$ cat src/rtl/alu_pkg.sv
// Shared types and constants for the ALU sharing arbiter.
// The optional grant lock is enabled with ALU_ARB_LOCK_EN.
package alu_pkg;

    localparam int ALU_DATA_W = 8;
    localparam int ALU_SEL_W  = 3;

    localparam logic [ALU_SEL_W-1:0] ALU_OP_FWD = 3'b000;
    localparam logic [ALU_SEL_W-1:0] ALU_OP_ADD = 3'b001;
    localparam logic [ALU_SEL_W-1:0] ALU_OP_AND = 3'b010;
    localparam logic [ALU_SEL_W-1:0] ALU_OP_OR  = 3'b011;

    typedef enum logic [1:0] {
        ST_IDLE = 2'd0,
        ST_BUSY = 2'd1,
        ST_RESP = 2'd2
    } arb_state_t;

    function automatic logic op_illegal(input logic [ALU_SEL_W-1:0] sel);
        return sel[ALU_SEL_W-1];
    endfunction

endpackage

$ cat src/rtl/rr_arbiter2.sv
// Two-request round-robin pick with LAST pointer.
// Grant lock is compiled in only with ALU_ARB_LOCK_EN.
module rr_arbiter2
    import alu_pkg::*;
(
    input  logic i_clk,
    input  logic i_rst_n,
    input  logic i_enable,
    input  logic i_valid0,
    input  logic i_valid1,
    input  logic i_lock0,
    input  logic i_lock1,
    output logic o_grant0,
    output logic o_grant1,
    output logic o_last
);

    logic r_last;
    logic w_g0;
    logic w_g1;

`ifdef ALU_ARB_LOCK_EN
    logic r_locked;

    always_comb begin
        w_g1 = i_valid1 & (~i_valid0 | ~r_last);
        w_g0 = i_valid0 & ~w_g1;
        // while locked only the holder of LAST may be granted
        if (r_locked) begin
            w_g0 = i_valid0 & ~r_last;
            w_g1 = i_valid1 & r_last;
        end
    end
`else
    logic w_unused_lock;

    assign w_unused_lock = i_lock0 ^ i_lock1;

    always_comb begin
        w_g1 = i_valid1 & (~i_valid0 | ~r_last);
        w_g0 = i_valid0 & ~w_g1;
    end
`endif

    assign o_grant0 = i_enable & w_g0;
    assign o_grant1 = i_enable & w_g1;
    assign o_last   = r_last;

    always_ff @(posedge i_clk) begin
        if (!i_rst_n) begin
            r_last <= 1'b1;
`ifdef ALU_ARB_LOCK_EN
            r_locked <= 1'b0;
`endif
        end else if (o_grant0) begin
            r_last <= 1'b0;
`ifdef ALU_ARB_LOCK_EN
            r_locked <= i_lock0;
`endif
        end else if (o_grant1) begin
            r_last <= 1'b1;
`ifdef ALU_ARB_LOCK_EN
            r_locked <= i_lock1;
`endif
        end
    end

endmodule

$ cat src/rtl/alu_arbiter.sv
// Shares one ALU between two requesters with round-robin grant.
// Optional grant lock: define ALU_ARB_LOCK_EN.
module alu_arbiter
    import alu_pkg::*;
#(
    parameter int DATA_W  = ALU_DATA_W,
    parameter int SEL_W   = ALU_SEL_W,
    parameter int ALU_LAT = 2
) (
    input  logic              CLK,
    input  logic              RESET,
    input  logic              REQ0_VALID,
    output logic              REQ0_READY,
    input  logic [SEL_W-1:0]  REQ0_SELECT,
    input  logic [DATA_W-1:0] REQ0_A,
    input  logic [DATA_W-1:0] REQ0_B,
    input  logic              REQ0_LOCK,
    input  logic              REQ1_VALID,
    output logic              REQ1_READY,
    input  logic [SEL_W-1:0]  REQ1_SELECT,
    input  logic [DATA_W-1:0] REQ1_A,
    input  logic [DATA_W-1:0] REQ1_B,
    input  logic              REQ1_LOCK,
    output logic              RSP0_VALID,
    output logic              RSP1_VALID,
    output logic [DATA_W-1:0] RSP_RESULT,
    output logic              RSP_ZERO,
    output logic              RSP_ERR,
    output logic [DATA_W-1:0] ALU_DATA1,
    output logic [DATA_W-1:0] ALU_DATA2,
    output logic [SEL_W-1:0]  ALU_SELECT,
    input  logic [DATA_W-1:0] ALU_RESULT,
    input  logic              ALU_ZERO
);

    localparam logic [3:0] CNT_INIT = 4'(ALU_LAT - 1);

    arb_state_t        r_state;
    logic [3:0]        r_cnt;
    logic              r_rsp0;
    logic              r_rsp1;
    logic [DATA_W-1:0] r_result;
    logic              r_zero;
    logic              r_err;
    logic [DATA_W-1:0] r_d1;
    logic [DATA_W-1:0] r_d2;
    logic [SEL_W-1:0]  r_sel;

    logic              w_idle;
    logic              w_g0;
    logic              w_g1;
    logic              w_last;
    logic              w_xfer;
    logic [SEL_W-1:0]  w_sel;
    logic [DATA_W-1:0] w_a;
    logic [DATA_W-1:0] w_b;

    assign w_idle = (r_state == ST_IDLE);
    assign w_xfer = w_g0 | w_g1;
    assign w_sel  = w_g0 ? REQ0_SELECT : REQ1_SELECT;
    assign w_a    = w_g0 ? REQ0_A : REQ1_A;
    assign w_b    = w_g0 ? REQ0_B : REQ1_B;

    rr_arbiter2 u_rr (
        .i_clk    (CLK),
        .i_rst_n  (RESET),
        .i_enable (w_idle),
        .i_valid0 (REQ0_VALID),
        .i_valid1 (REQ1_VALID),
        .i_lock0  (REQ0_LOCK),
        .i_lock1  (REQ1_LOCK),
        .o_grant0 (w_g0),
        .o_grant1 (w_g1),
        .o_last   (w_last)
    );

    always_ff @(posedge CLK) begin
        if (!RESET) begin
            r_state  <= ST_IDLE;
            r_cnt    <= '0;
            r_rsp0   <= 1'b0;
            r_rsp1   <= 1'b0;
            r_result <= '0;
            r_zero   <= 1'b0;
            r_err    <= 1'b0;
            r_d1     <= '0;
            r_d2     <= '0;
            r_sel    <= '0;
        end else begin
            r_rsp0 <= 1'b0;
            r_rsp1 <= 1'b0;
            unique case (r_state)
                ST_IDLE: begin
                    if (w_xfer && op_illegal(w_sel)) begin
                        // illegal op never reaches the ALU
                        r_state  <= ST_RESP;
                        r_result <= '0;
                        r_zero   <= 1'b0;
                        r_err    <= 1'b1;
                        r_rsp0   <= w_g0;
                        r_rsp1   <= w_g1;
                    end else if (w_xfer) begin
                        r_state <= ST_BUSY;
                        r_d1    <= w_a;
                        r_d2    <= w_b;
                        r_sel   <= w_sel;
                        r_cnt   <= CNT_INIT;
                    end
                end
                ST_BUSY: begin
                    if (r_cnt == 4'd0) begin
                        r_state  <= ST_RESP;
                        r_result <= ALU_RESULT;
                        r_zero   <= ALU_ZERO;
                        r_err    <= 1'b0;
                        r_rsp0   <= ~w_last;
                        r_rsp1   <= w_last;
                    end else begin
                        r_cnt <= r_cnt - 4'd1;
                    end
                end
                ST_RESP: r_state <= ST_IDLE;
                default: r_state <= ST_IDLE;
            endcase
        end
    end

    assign REQ0_READY = w_g0;
    assign REQ1_READY = w_g1;
    assign RSP0_VALID = r_rsp0;
    assign RSP1_VALID = r_rsp1;
    assign RSP_RESULT = r_result;
    assign RSP_ZERO   = r_zero;
    assign RSP_ERR    = r_err;
    assign ALU_DATA1  = r_d1;
    assign ALU_DATA2  = r_d2;
    assign ALU_SELECT = r_sel;

endmodule
$ cat config.mk
export PLATFORM = sky130hd
export DESIGN_NAME = alu_arbiter
export DESIGN_NICKNAME = d
export VERILOG_FILES = /design/src/rtl/alu_pkg.sv /design/src/rtl/rr_arbiter2.sv /design/src/rtl/alu_arbiter.sv
export SDC_FILE = /design/constraint.sdc
export NUM_CORES = 1
export LEC_CHECK = 0
export CAP_MARGIN = 20
export CELL_PAD_IN_SITES_DETAIL_PLACEMENT = 1
export CELL_PAD_IN_SITES_GLOBAL_PLACEMENT = 2
export CORE_MARGIN = 2
export CORE_UTILIZATION = 22
export CTS_CLUSTER_DIAMETER = 120
export CTS_CLUSTER_SIZE = 20
export DETAILED_ROUTE_END_ITERATION = 8
export PLACE_DENSITY_LB_ADDON = 0.1
export SETUP_SLACK_MARGIN = 0.02
export SYNTH_ARGS = -nofsm -noshare
export SYNTH_HDL_FRONTEND = slang
export SYNTH_HIERARCHICAL = 1
export SYNTH_SLANG_ARGS = --single-unit
$ cat constraint.sdc
create_clock -name CLK -period 2.5 [get_ports CLK]
set_clock_uncertainty 0.05 [all_clocks]
set_input_delay 0.375 -clock CLK [delete_from_list [all_inputs] [get_ports CLK]]
set_output_delay 0.375 -clock CLK [all_outputs]
set_load 0.03 [all_outputs]
==> out/results.txt, run 1 <==
register area share after synthesis = 0.436
number of cells on the critical path = 4
YS warnings = 6
I/O pin count = 86
nature of the critical path endpoint = output port
cell area after technology mapping = 1750 µm²
standard-cell rows = 32
DIE AREA = 8660 µm²
fraction of layout cells with a size suffix above 1 = 0.0849
number of maximum-capacitance constraint violations = 0
WP buf/inv = 2
cell types with the largest area share after synthesis = sky130_fd_sc_hd__dfxtp_1 (44%), sky130_fd_sc_hd__mux2i_1 (11%), sky130_fd_sc_hd__o211a_1 (10%)
starting density of the core = 0.227
clock insertion delay at the later pin of the skew report = 0.29 ns
RSZ-0062 raised after global routing = no
Top cell by count, worst path = sky130_fd_sc_hd__clkdlybuf4s50_1
maximum number of pins on one net before global-route repair = 48
maximum operating frequency = 0.441 GHz
ys flop type = sky130_fd_sc_hd__dfxtp_1
TritonCTS sink count = 38
Hold Vio Cnt, Final = 0
GR Util All Layers = 0.115
TritonCTS clock tree = done
relative max-transition margin = 0.719
total wire length = 4890 µm
worst path setup slack after routing = 0.234 ns
CP startpoint kind = input pin
share of the clock period used by the worst path after layout = 0.906
die height = 93.1 µm
Root Buffer = sky130_fd_sc_hd__clkbuf_8
HPWL after detailed placement = 3470 µm
highest-delay cell along the critical path = sky130_fd_sc_hd__clkdlybuf4s50_1
cts bufs inserted = 5
syn_nets = 241
distinct cell type count after synthesis = 33
DR pass1 iterations = 4
worst slack after detailed placement = 0.155 ns
count of state elements after synthesis = 38
cell count of the worst hold path = 2
cells along the critical path = clkdlybuf4s50_1 -> nand2_1 -> a21oi_2 -> clkdlybuf4s50_1
total number of H-tree levels = 2
number of instances resized during post-cts repair = 0
routed vias = 1639
maximum fanout encountered on the critical timing path = 4
top cell type's share of synthesized area = 0.436
initial antenna violation count = 0
Crit Path Class = input pin to output port
routed wirelength normalized by instance count = 13.1 µm
final-stage net count = 325
number of endpoints failing setup at the final stage = 0
post-route setup TNS = 0 ns
IR drop worst, VDD = 0.335 mV
CTS hold repair buffers = 0
average size of a mapped cell = 9.38 µm²
Layout Area Growth over Synthesis = 63.9%
Static Leak = 1.24 nW
port bufs = 83
routability cong. = 0.695
commonest cells after routing, fill and taps aside = sky130_fd_sc_hd__clkdlybuf4s50_1 (82), sky130_fd_sc_hd__dfxtp_1 (38), sky130_fd_sc_hd__nand2_1 (33)
width of the die = 93.1 µm
transition time at the pin with the least slew margin = 0.420 ns
Cells after Synth = 186
worst hold slack across all endpoints = 0.391 ns
minimum clock period after layout = 2.27 ns
total congestion overflow = 0
number of nets still failing antenna checks after routing = 0
final-report max-slew violation count = 0
vias in the first global route = 1651
first-pass GRT wire length = 7960 µm
DRC violations left = 0
buffers inserted during post-CTS setup optimization = 0
ys async rst share = 0
first-iteration detailed-routing DRC count = 17
min-delay worst type = flop to flop
Inserted Diodes = 0
number of vias per cell after detailed routing = 4.39
Max stage delay on crit path = 0.70 ns
result of the run = finished, final reports clean
required time at the endpoint of the critical path = 2.08 ns
most frequent standard cell in the layout excluding fill and tap cells = sky130_fd_sc_hd__clkdlybuf4s50_1
Clk pin slew, worst setup/hold paths = 0.08 ns
power per cell area = 829 nW/µm²
family with the most delay on the worst path = buffers and inverters
leading area contributor after synthesis = sky130_fd_sc_hd__dfxtp_1
placeable core region = 7690 µm²
arrival time at the worst endpoint = 1.84 ns
number of buffers between clock root and the deepest sink = 2
number of enable flip-flop cells after synthesis = 0
reg2reg path depth = 9
==> where the power goes <==
group	switching [mW]	internal, mW	leakage [nW]
logic	0.513	0.452	0.857
clock network	0.236	0.400	0.0683
registers	0.0602	0.710	0.311
==> layout make-up <==
type | count | area, µm²
Clock buffer | 5 | 68.8
Clock inverter | 3 | 68.8
Fill cell | 894 | 4830
Inverter | 4 | 15.0
Multi-Input combinational cell | 131 | 901
Sequential cell | 38 | 761
Tap cell | 102 | 128
Timing Repair Buffer | 90 | 918
==> cell usage after synthesis, drive strengths merged (2+ instances only) <==
master  number
mux2i       19
ha           2
nor2b        2
nor2         6
o22ai        9
o21ai        2
inv          4
dfxtp       38
clkbuf       6
a21oi        7
a21boi       3
buf          7
nor3         2
nand3       11
nor3b        2
nand2       34
o211a       18
nand2b       3
a31oi        2
nand3b       3
==> cells by family after synthesis <==
kind of cell | Yosys count | share of synthesized area
fa+ha+maj | 2 | 0.0143
simple gates | 66 | 0.182
flops | 38 | 0.436
compound gates | 44 | 0.206
buf+inv | 17 | 0.0523
mux | 19 | 0.109
==> worst min-delay path: cells and delay by family, from the launching register on <==
| family | cells | cell delay (ns) |
|---|---|---|
| simple gates | 2 | 0.08 |
| flops | 1 | 0.32 |
==> through the flow <==
stage	util	std cells	cell area, µm²	power [mW]
after global routing	0.372	373	2860	2.51
after detailed placement	0.354	365	2720	1.77
after CTS	0.372	373	2860	2.42
after global placement	0.354	365	2720	1.76
final	0.372	373	2860	2.37
after floorplan	-	186	1750	1.37
==> registers in the layout (all words and copies together) (netlist names) <==
register and flops:
RSP0_VALID 1, RSP1_VALID 1, u_rr/o_last 1, ALU_SELECT 3
ALU_DATA1 8, r_state 2, r_cnt 4, RSP_ZERO 1
ALU_DATA2 8, RSP_ERR 1, RSP_RESULT 8
==> routing by layer <==
layer / global-route usage / vias up / wire length (µm)
met5: 0 / - / 0
met4: 0.0368 / 0 / 63
met3: 0.0483 / 7 / 381
met2: 0.193 / 49 / 2360
met1: 0.134 / 753 / 2080
li1: - / 830 / -
==> final timing paths <==
check	start	to	slack [ns]
setup / recovery	REQ1_VALID	REQ1_READY	0.23
hold reg to reg	ALU_SELECT[2]	ALU_SELECT[2]	0.39
setup reg to reg	r_state[1]	ALU_DATA2[6]	0.53
hold / removal	ALU_SELECT[2]	ALU_SELECT[2]	0.39
(Power assumes the default switching activity.)
==> run 2: changes to the inputs <==
Settings changed: CORE_UTILIZATION 22 to 23, SKIP_LAST_GASP set to 1, SYNTH_HIERARCHICAL 1 to not set.
==> out/results.txt, run 2 <==
ys async rst share = 0 (unchanged)
Cells after Synth = 197 (+5.9%)
top cell type's share of synthesized area = 0.417 (-0.0191)
final-stage net count = 336 (+3.4%)
TritonCTS clock tree = done
buffers inserted during post-CTS setup optimization = 0 (unchanged)
Inserted Diodes = 0 (unchanged)
first-pass GRT wire length = 10500 µm (+32%)
syn_nets = 251 (+4.1%)
register-to-register path setup slack = 0.53 ns (about the same)
cell area after layout = 2860 µm² (about the same)
DIE AREA = 8670 µm² (about the same)
standard-cell rows = 32 (unchanged)
total wire length = 6470 µm (+32%)
reg2reg path depth = 6 (-3)
number of enable flip-flop cells after synthesis = 0 (unchanged)
transition time at the pin with the least slew margin = 0.532 ns (+0.112 ns)
die height = 93.1 µm (about the same)
number of instances resized during post-cts repair = 0 (unchanged)
Root Buffer = sky130_fd_sc_hd__clkbuf_8
Clk pin slew, worst setup/hold paths = 0.07 ns (about the same)
distinct cell type count after synthesis = 39 (+18%)
number of nets still failing antenna checks after routing = 0 (unchanged)
Top cell by count, worst path = sky130_fd_sc_hd__buf_4
capturing point of the worst reg2reg path = RSP_ZERO
routed wirelength normalized by instance count = 16.8 µm (+28%)
number of endpoints failing setup at the final stage = 0 (unchanged)
final-report max-slew violation count = 0 (unchanged)
WP buf/inv = 4 (+2)
arrival time at the worst endpoint = 1.89 ns (+0.05 ns)
share of the clock period used by the worst path after layout = 0.925 (+0.0190)
most frequent standard cell in the layout excluding fill and tap cells = sky130_fd_sc_hd__clkdlybuf4s50_1
maximum number of pins on one net before global-route repair = 22 (-54%)
nature of the critical path endpoint = output port
width of the die = 93.1 µm (about the same)
port bufs = 83 (unchanged)
result of the run = finished, final reports clean
HPWL after detailed placement = 4600 µm (+33%)
CTS hold repair buffers = 0 (unchanged)
timing startpoint of the critical path = REQ0_VALID
cell with the most instances after synthesis = sky130_fd_sc_hd__dfxtp_1
count of state elements after synthesis = 38 (unchanged)
total congestion overflow = 0 (unchanged)
minimum clock period after layout = 2.31 ns (+0.0476 ns)
DRC violations left = 0 (unchanged)
initial antenna violation count = 0 (unchanged)
required time at the endpoint of the critical path = 2.08 ns (about the same)
number of cells on the critical path = 6 (+2)
maximum operating frequency = 0.432 GHz (-2.1%)
I/O pin count = 86 (unchanged)
capturing instance or port of the critical path = REQ0_READY
relative max-transition margin = 0.645 (-0.0743)
CP startpoint kind = input pin
Total Power Consumption = 1.94 mW (-18%)
RR Startpoint = r_cnt[0]
total number of H-tree levels = 2 (unchanged)
GR Util All Layers = 0.155 (+0.0396)
routed vias = 1912 (+17%)
starting density of the core = 0.236 (+0.00919)
Static Leak = 1.02 nW (-18%)
multi-input gate area in the final layout = 925 µm² (+2.6%)
IR drop worst, VDD = 0.243 mV (-27%)
number of vias per cell after detailed routing = 4.97 (+13%)
ys flop type = sky130_fd_sc_hd__dfxtp_1
commonest cells after routing, fill and taps aside = sky130_fd_sc_hd__clkdlybuf4s50_1 (82), sky130_fd_sc_hd__dfxtp_1 (38), sky130_fd_sc_hd__nand2_1 (30)
family with the most delay on the worst path = buffers and inverters
number of maximum-capacitance constraint violations = 0 (unchanged)
placeable core region = 7730 µm² (+0.52%)
DR pass1 iterations = 4 (unchanged)
average size of a mapped cell = 9.27 µm² (-1.3%)
Crit Path Class = input pin to output port
routability cong. = 0.688 (-1.1%)
TritonCTS sink count = 38 (unchanged)
Layout Area Growth over Synthesis = 56.5%
Max stage delay on crit path = 0.58 ns (-0.12 ns)
vias in the first global route = 2038 (+23%)
cells along the critical path = clkdlybuf4s50_1 -> nor3b_4 -> buf_4 -> nand2_4 -> inv_1 -> buf_4
cell types with the largest area share after synthesis = sky130_fd_sc_hd__dfxtp_1 (42%), sky130_fd_sc_hd__a311oi_1 (7.7%), sky130_fd_sc_hd__a31oi_1 (6.9%)
total of fill cells in the finished design = 914 (+2.2%)
instance count after placement with tap cells included = 377 (+3.3%)
highest-delay cell along the critical path = sky130_fd_sc_hd__clkdlybuf4s50_1
leading area contributor after synthesis = sky130_fd_sc_hd__dfxtp_1
YS warnings = 0 (-6)
first-iteration detailed-routing DRC count = 60 (+43)
RSZ-0062 raised after global routing = no
number of buffers between clock root and the deepest sink = 2 (unchanged)
Placed Area = 2770 µm² (+1.6%)
most numerous cell types in the synthesized netlist = sky130_fd_sc_hd__dfxtp_1 (38), sky130_fd_sc_hd__nand2_1 (30), sky130_fd_sc_hd__a31oi_1 (20)
power per cell area = 678 nW/µm² (-18%)
post-route setup TNS = 0 ns (unchanged)
cell area after technology mapping = 1830 µm² (+4.6%)
maximum fanout encountered on the critical timing path = 11 (+7)
non-filler cells in the finished layout = 385 (+3.2%)
register area share after synthesis = 0.417 (-0.0191)
fraction of layout cells with a size suffix above 1 = 0.110 (+0.0247)
Sequential Area = 761 µm² (unchanged)
Hold Vio Cnt, Final = 0 (unchanged)
cts bufs inserted = 5 (unchanged)
min-delay worst type = flop to flop
clock insertion delay at the later pin of the skew report = 0.29 ns (about the same)
==> run 2: cell types whose count changed after synthesis, sizes merged, moves of 4 or more <==
cell and delta:
a21oi -4, a311oi +20, a31oi +18, a32o +9, buf +5, mux2i -19
nand3 +8, o211a -18, o22ai -9
==> run 2: worst min path at each step <==
stage / start / end / slack (ns) / cells after the start
global placement: ALU_SELECT[2] / ALU_SELECT[2] / 0.37 / 2
detailed placement: ALU_SELECT[2] / ALU_SELECT[2] / 0.38 / 2
global route: ALU_SELECT[2] / ALU_SELECT[2] / 0.42 / 2
floorplan: r_cnt[0] / r_cnt[0] / 0.42 / 1
finish: ALU_SELECT[2] / ALU_SELECT[2] / 0.38 / 2
CTS: ALU_SELECT[2] / ALU_SELECT[2] / 0.39 / 2
==> run 2: kinds of logic after synthesis <==
| group | Yosys count | share of synthesized area |
|---|---|---|
| compound gates | 65 | 0.302 |
| fa+ha+maj | 1 | 0.00685 |
| buf+inv | 23 | 0.0768 |
| flops | 38 | 0.417 |
| simple gates | 70 | 0.197 |
==> run 2: power by group <==
part / internal, mW / switching [mW] / leakage [nW]
clock: 0.223 / 0.221 / 0.0482
combinational: 0.331 / 0.432 / 0.656
sequential: 0.678 / 0.0527 / 0.312
total: 1.23 / 0.706 / 1.02
==> run 2: cell type report <==
cell class	count	area share
tap	102	0.0447
timing repair buffer	95	0.326
sequential	38	0.266
multi-input combinational	136	0.324
clock inverter	1	0.00175
clock buffer	7	0.0302
inverter	6	0.00788
==> run 2: per-stage QoR <==
step / utilization / hold WS (ns) / setup WS (ns)
2_1_floorplan: - / 0.417 / 0.787
3_5_place_dp: 0.358 / 0.377 / 0.111
6_report: 0.370 / 0.383 / 0.186
5_1_grt: 0.370 / 0.419 / 0.0742
3_3_place_gp: 0.358 / 0.370 / 0.116
4_1_cts: 0.370 / 0.389 / 0.186
==> run 2: per-layer routing <==
| layer | part of all wire | wire, µm | global-route usage |
|---|---|---|---|
| met1 | 0.48 | 3120 | 0.210 |
| met2 | 0.45 | 2900 | 0.239 |
| met3 | 0.061 | 395 | 0.0508 |
| met4 | 0.0091 | 59 | 0.0380 |
| met5 | 0 | 0 | 0 |
==> run 2: worst reg2reg max path: cells and delay by family (launching register included) <==
kind	cells	cell delay, ns
buffers and inverters	1	0.07
AOI/OAI and AO/OA	2	0.77
adders and majority gates	1	0.17
DFF	1	0.35
and+or+nand+nor	2	0.51
==> run 3: changes to the inputs <==
--- a/config.mk
+++ b/config.mk
@@ -15,2 +15,3 @@
 export DETAILED_ROUTE_END_ITERATION = 8
+export HOLD_SLACK_MARGIN = 0.02
 export PLACE_DENSITY_LB_ADDON = 0.1
==> constraint.sdc (replaced) <==
create_clock -name CLK -period 2.5 [get_ports CLK]
set_clock_uncertainty 0.05 [all_clocks]
set_input_delay 0.25 -clock CLK [delete_from_list [all_inputs] [get_ports CLK]]
set_output_delay 0.25 -clock CLK [all_outputs]
set_load 0.03 [all_outputs]
==> out/results.txt, run 3 (synthesized netlist as in run 2, its figures left out) <==
result of the run = finished, final reports clean
total wire length = 6550 µm (+1.3%)
TritonCTS clock tree = done
final-stage net count = 334 (-0.60%)
DRC violations left = 0 (unchanged)
I/O pin count = 86 (unchanged)
Placed Area = 2740 µm² (-0.99%)
first-iteration detailed-routing DRC count = 51 (-15%)
buffers inserted during post-CTS setup optimization = 0 (unchanged)
IR drop worst, VDD = 0.196 mV (-19%)
cells along the critical path = clkdlybuf4s50_1 -> nor3b_4 -> buf_4 -> nand2_4 -> inv_1 -> buf_4
number of nets still failing antenna checks after routing = 0 (unchanged)
Static Leak = 1.00 nW (-1.4%)
Flop pwr share = 0.378 (about the same)
GR Util All Layers = 0.158 (+0.00296)
post-route setup TNS = 0 ns (unchanged)
Clk pin slew, worst setup/hold paths = 0.08 ns (about the same)
min-delay worst type = flop to flop
port bufs = 83 (unchanged)
starting density of the core = 0.236 (unchanged)
power spent charging and discharging nets = 0.706 mW (about the same)
highest-delay cell along the critical path = sky130_fd_sc_hd__clkdlybuf4s50_1
switching share of total power = 0.366 (+0.00190)
total of fill cells in the finished design = 914 (unchanged)
number of buffers between clock root and the deepest sink = 2 (unchanged)
internal power of the cells = 1.22 mW (-0.85%)
clock insertion delay at the later pin of the skew report = 0.29 ns (about the same)
Root Buffer = sky130_fd_sc_hd__clkbuf_8
Layout Area Growth over Synthesis = 55.0%
total number of H-tree levels = 2 (unchanged)
routability cong. = 0.692 (+0.63%)
WP buf/inv = 4 (unchanged)
HPWL after detailed placement = 4500 µm (-2.0%)
nature of the critical path endpoint = output port
minimum clock period after layout = 2.22 ns (-0.0942 ns)
Hold Vio Cnt, Final = 0 (unchanged)
commonest cells after routing, fill and taps aside = sky130_fd_sc_hd__clkdlybuf4s50_1 (82), sky130_fd_sc_hd__dfxtp_1 (38), sky130_fd_sc_hd__nand2_1 (30)
portion of total power attributed to the clock network = 0.231 (+0.002)
maximum operating frequency = 0.451 GHz (+4.2%)
TritonCTS sink count = 38 (unchanged)
maximum fanout encountered on the critical timing path = 19 (+8)
cts bufs inserted = 5 (unchanged)
vias in the first global route = 2118 (+3.9%)
power per cell area = 681 nW/µm² (+0.42%)
first-pass GRT wire length = 10700 µm (+2.0%)
number of maximum-capacitance constraint violations = 0 (unchanged)
Sequential Area = 761 µm² (unchanged)
Crit Path Class = input pin to output port
fraction of layout cells with a size suffix above 1 = 0.103 (-0.00634)
RSZ-0062 raised after global routing = no
Inserted Diodes = 0 (unchanged)
routed wirelength normalized by instance count = 17.1 µm (+1.8%)
transition time at the pin with the least slew margin = 0.547 ns (+0.0142 ns)
combinational fraction of design power = 0.391 (-0.003)
number of vias per cell after detailed routing = 4.93 (-0.69%)
DR pass1 iterations = 4 (unchanged)
final cell utilization of the core = 0.366 (-0.00356)
worst hold slack across all endpoints = 0.382 ns (-0.00110 ns)
required time at the endpoint of the critical path = 2.20 ns (+0.12 ns)
CTS hold repair buffers = 0 (unchanged)
initial antenna violation count = 0 (unchanged)
DIE AREA = 8670 µm² (unchanged)
multi-input gate area in the final layout = 925 µm² (unchanged)
placeable core region = 7730 µm² (unchanged)
arrival time at the worst endpoint = 1.92 ns (+0.03 ns)
cell area after layout = 2830 µm² (-0.96%)
final-report max-slew violation count = 0 (unchanged)
die height = 93.1 µm (unchanged)
Max stage delay on crit path = 0.58 ns (about the same)
routed vias = 1889 (-1.2%)
family with the most delay on the worst path = buffers and inverters
CP startpoint kind = input pin
most frequent standard cell in the layout excluding fill and tap cells = sky130_fd_sc_hd__clkdlybuf4s50_1
share of the clock period used by the worst path after layout = 0.888 (-0.0377)
standard-cell rows = 32 (unchanged)
width of the die = 93.1 µm (unchanged)
relative max-transition margin = 0.636 (-0.00944)
maximum number of pins on one net before global-route repair = 22 (unchanged)
number of instances resized during post-cts repair = 0 (unchanged)
total congestion overflow = 0 (unchanged)
number of endpoints failing setup at the final stage = 0 (unchanged)
Top cell by count, worst path = sky130_fd_sc_hd__buf_4
-- run 3: cell count changes in the layout (fill, tap and decap cells not counted) --
cell                     change
sky130_fd_sc_hd__buf_12      -1
sky130_fd_sc_hd__buf_4       -1
-- run 3: worst paths after layout --
check	from	cells past startpoint	slack (ns)	endpoint
max	REQ0_VALID	6	0.28	REQ0_READY
min	ALU_SELECT[2]	2	0.38	ALU_SELECT[2]
max reg2reg	r_cnt[0]	6	0.55	RSP_RESULT[3]
min reg2reg	ALU_SELECT[2]	2	0.38	ALU_SELECT[2]
-- run 3: through the flow --
| step | power (mW) | worst slack (ns) | instances |
|---|---|---|---|
| after global placement | 1.50 | 0.142 | 375 |
| after global routing | 2.04 | 0.162 | 383 |
| after floorplan | 1.20 | 0.830 | 197 |
| after CTS | 1.95 | 0.251 | 383 |
| after detailed placement | 1.50 | 0.137 | 375 |
| final | 1.93 | 0.280 | 383 |
-- run 3: tightest hold or removal path: cells and delay by family, from the launching register on --
| family | cells | cell delay (ns) |
|---|---|---|
| flops | 1 | 0.31 |
| simple gates | 2 | 0.08 |
-- run 3: routing by layer --
layer	up-vias	routed length (µm)	GRT usage
met5	-	0	0
met4	0	95	0.0429
met3	11	457	0.0532
met2	47	2920	0.262
met1	906	3070	0.195
li1	925	-	-
-- run 3: cell type report --
| type | count | area share |
|---|---|---|
| multi-input cells | 136 | 0.327 |
| repair buffers | 93 | 0.319 |
| flip-flops and latches | 38 | 0.269 |
| well taps | 102 | 0.0451 |
| clock buffers | 7 | 0.0305 |
| inverters | 6 | 0.00796 |
| clock inverters | 1 | 0.00177 |
-- run 3: power groups by stage --
stage,clock network [mW],registers (mW),logic [mW]
CTS,0.458,0.729,0.760
global placement,0,0.741,0.756
finish,0.446,0.728,0.753
global route,0.486,0.738,0.819
detailed placement,0,0.742,0.756
floorplan,0,0.854,0.346
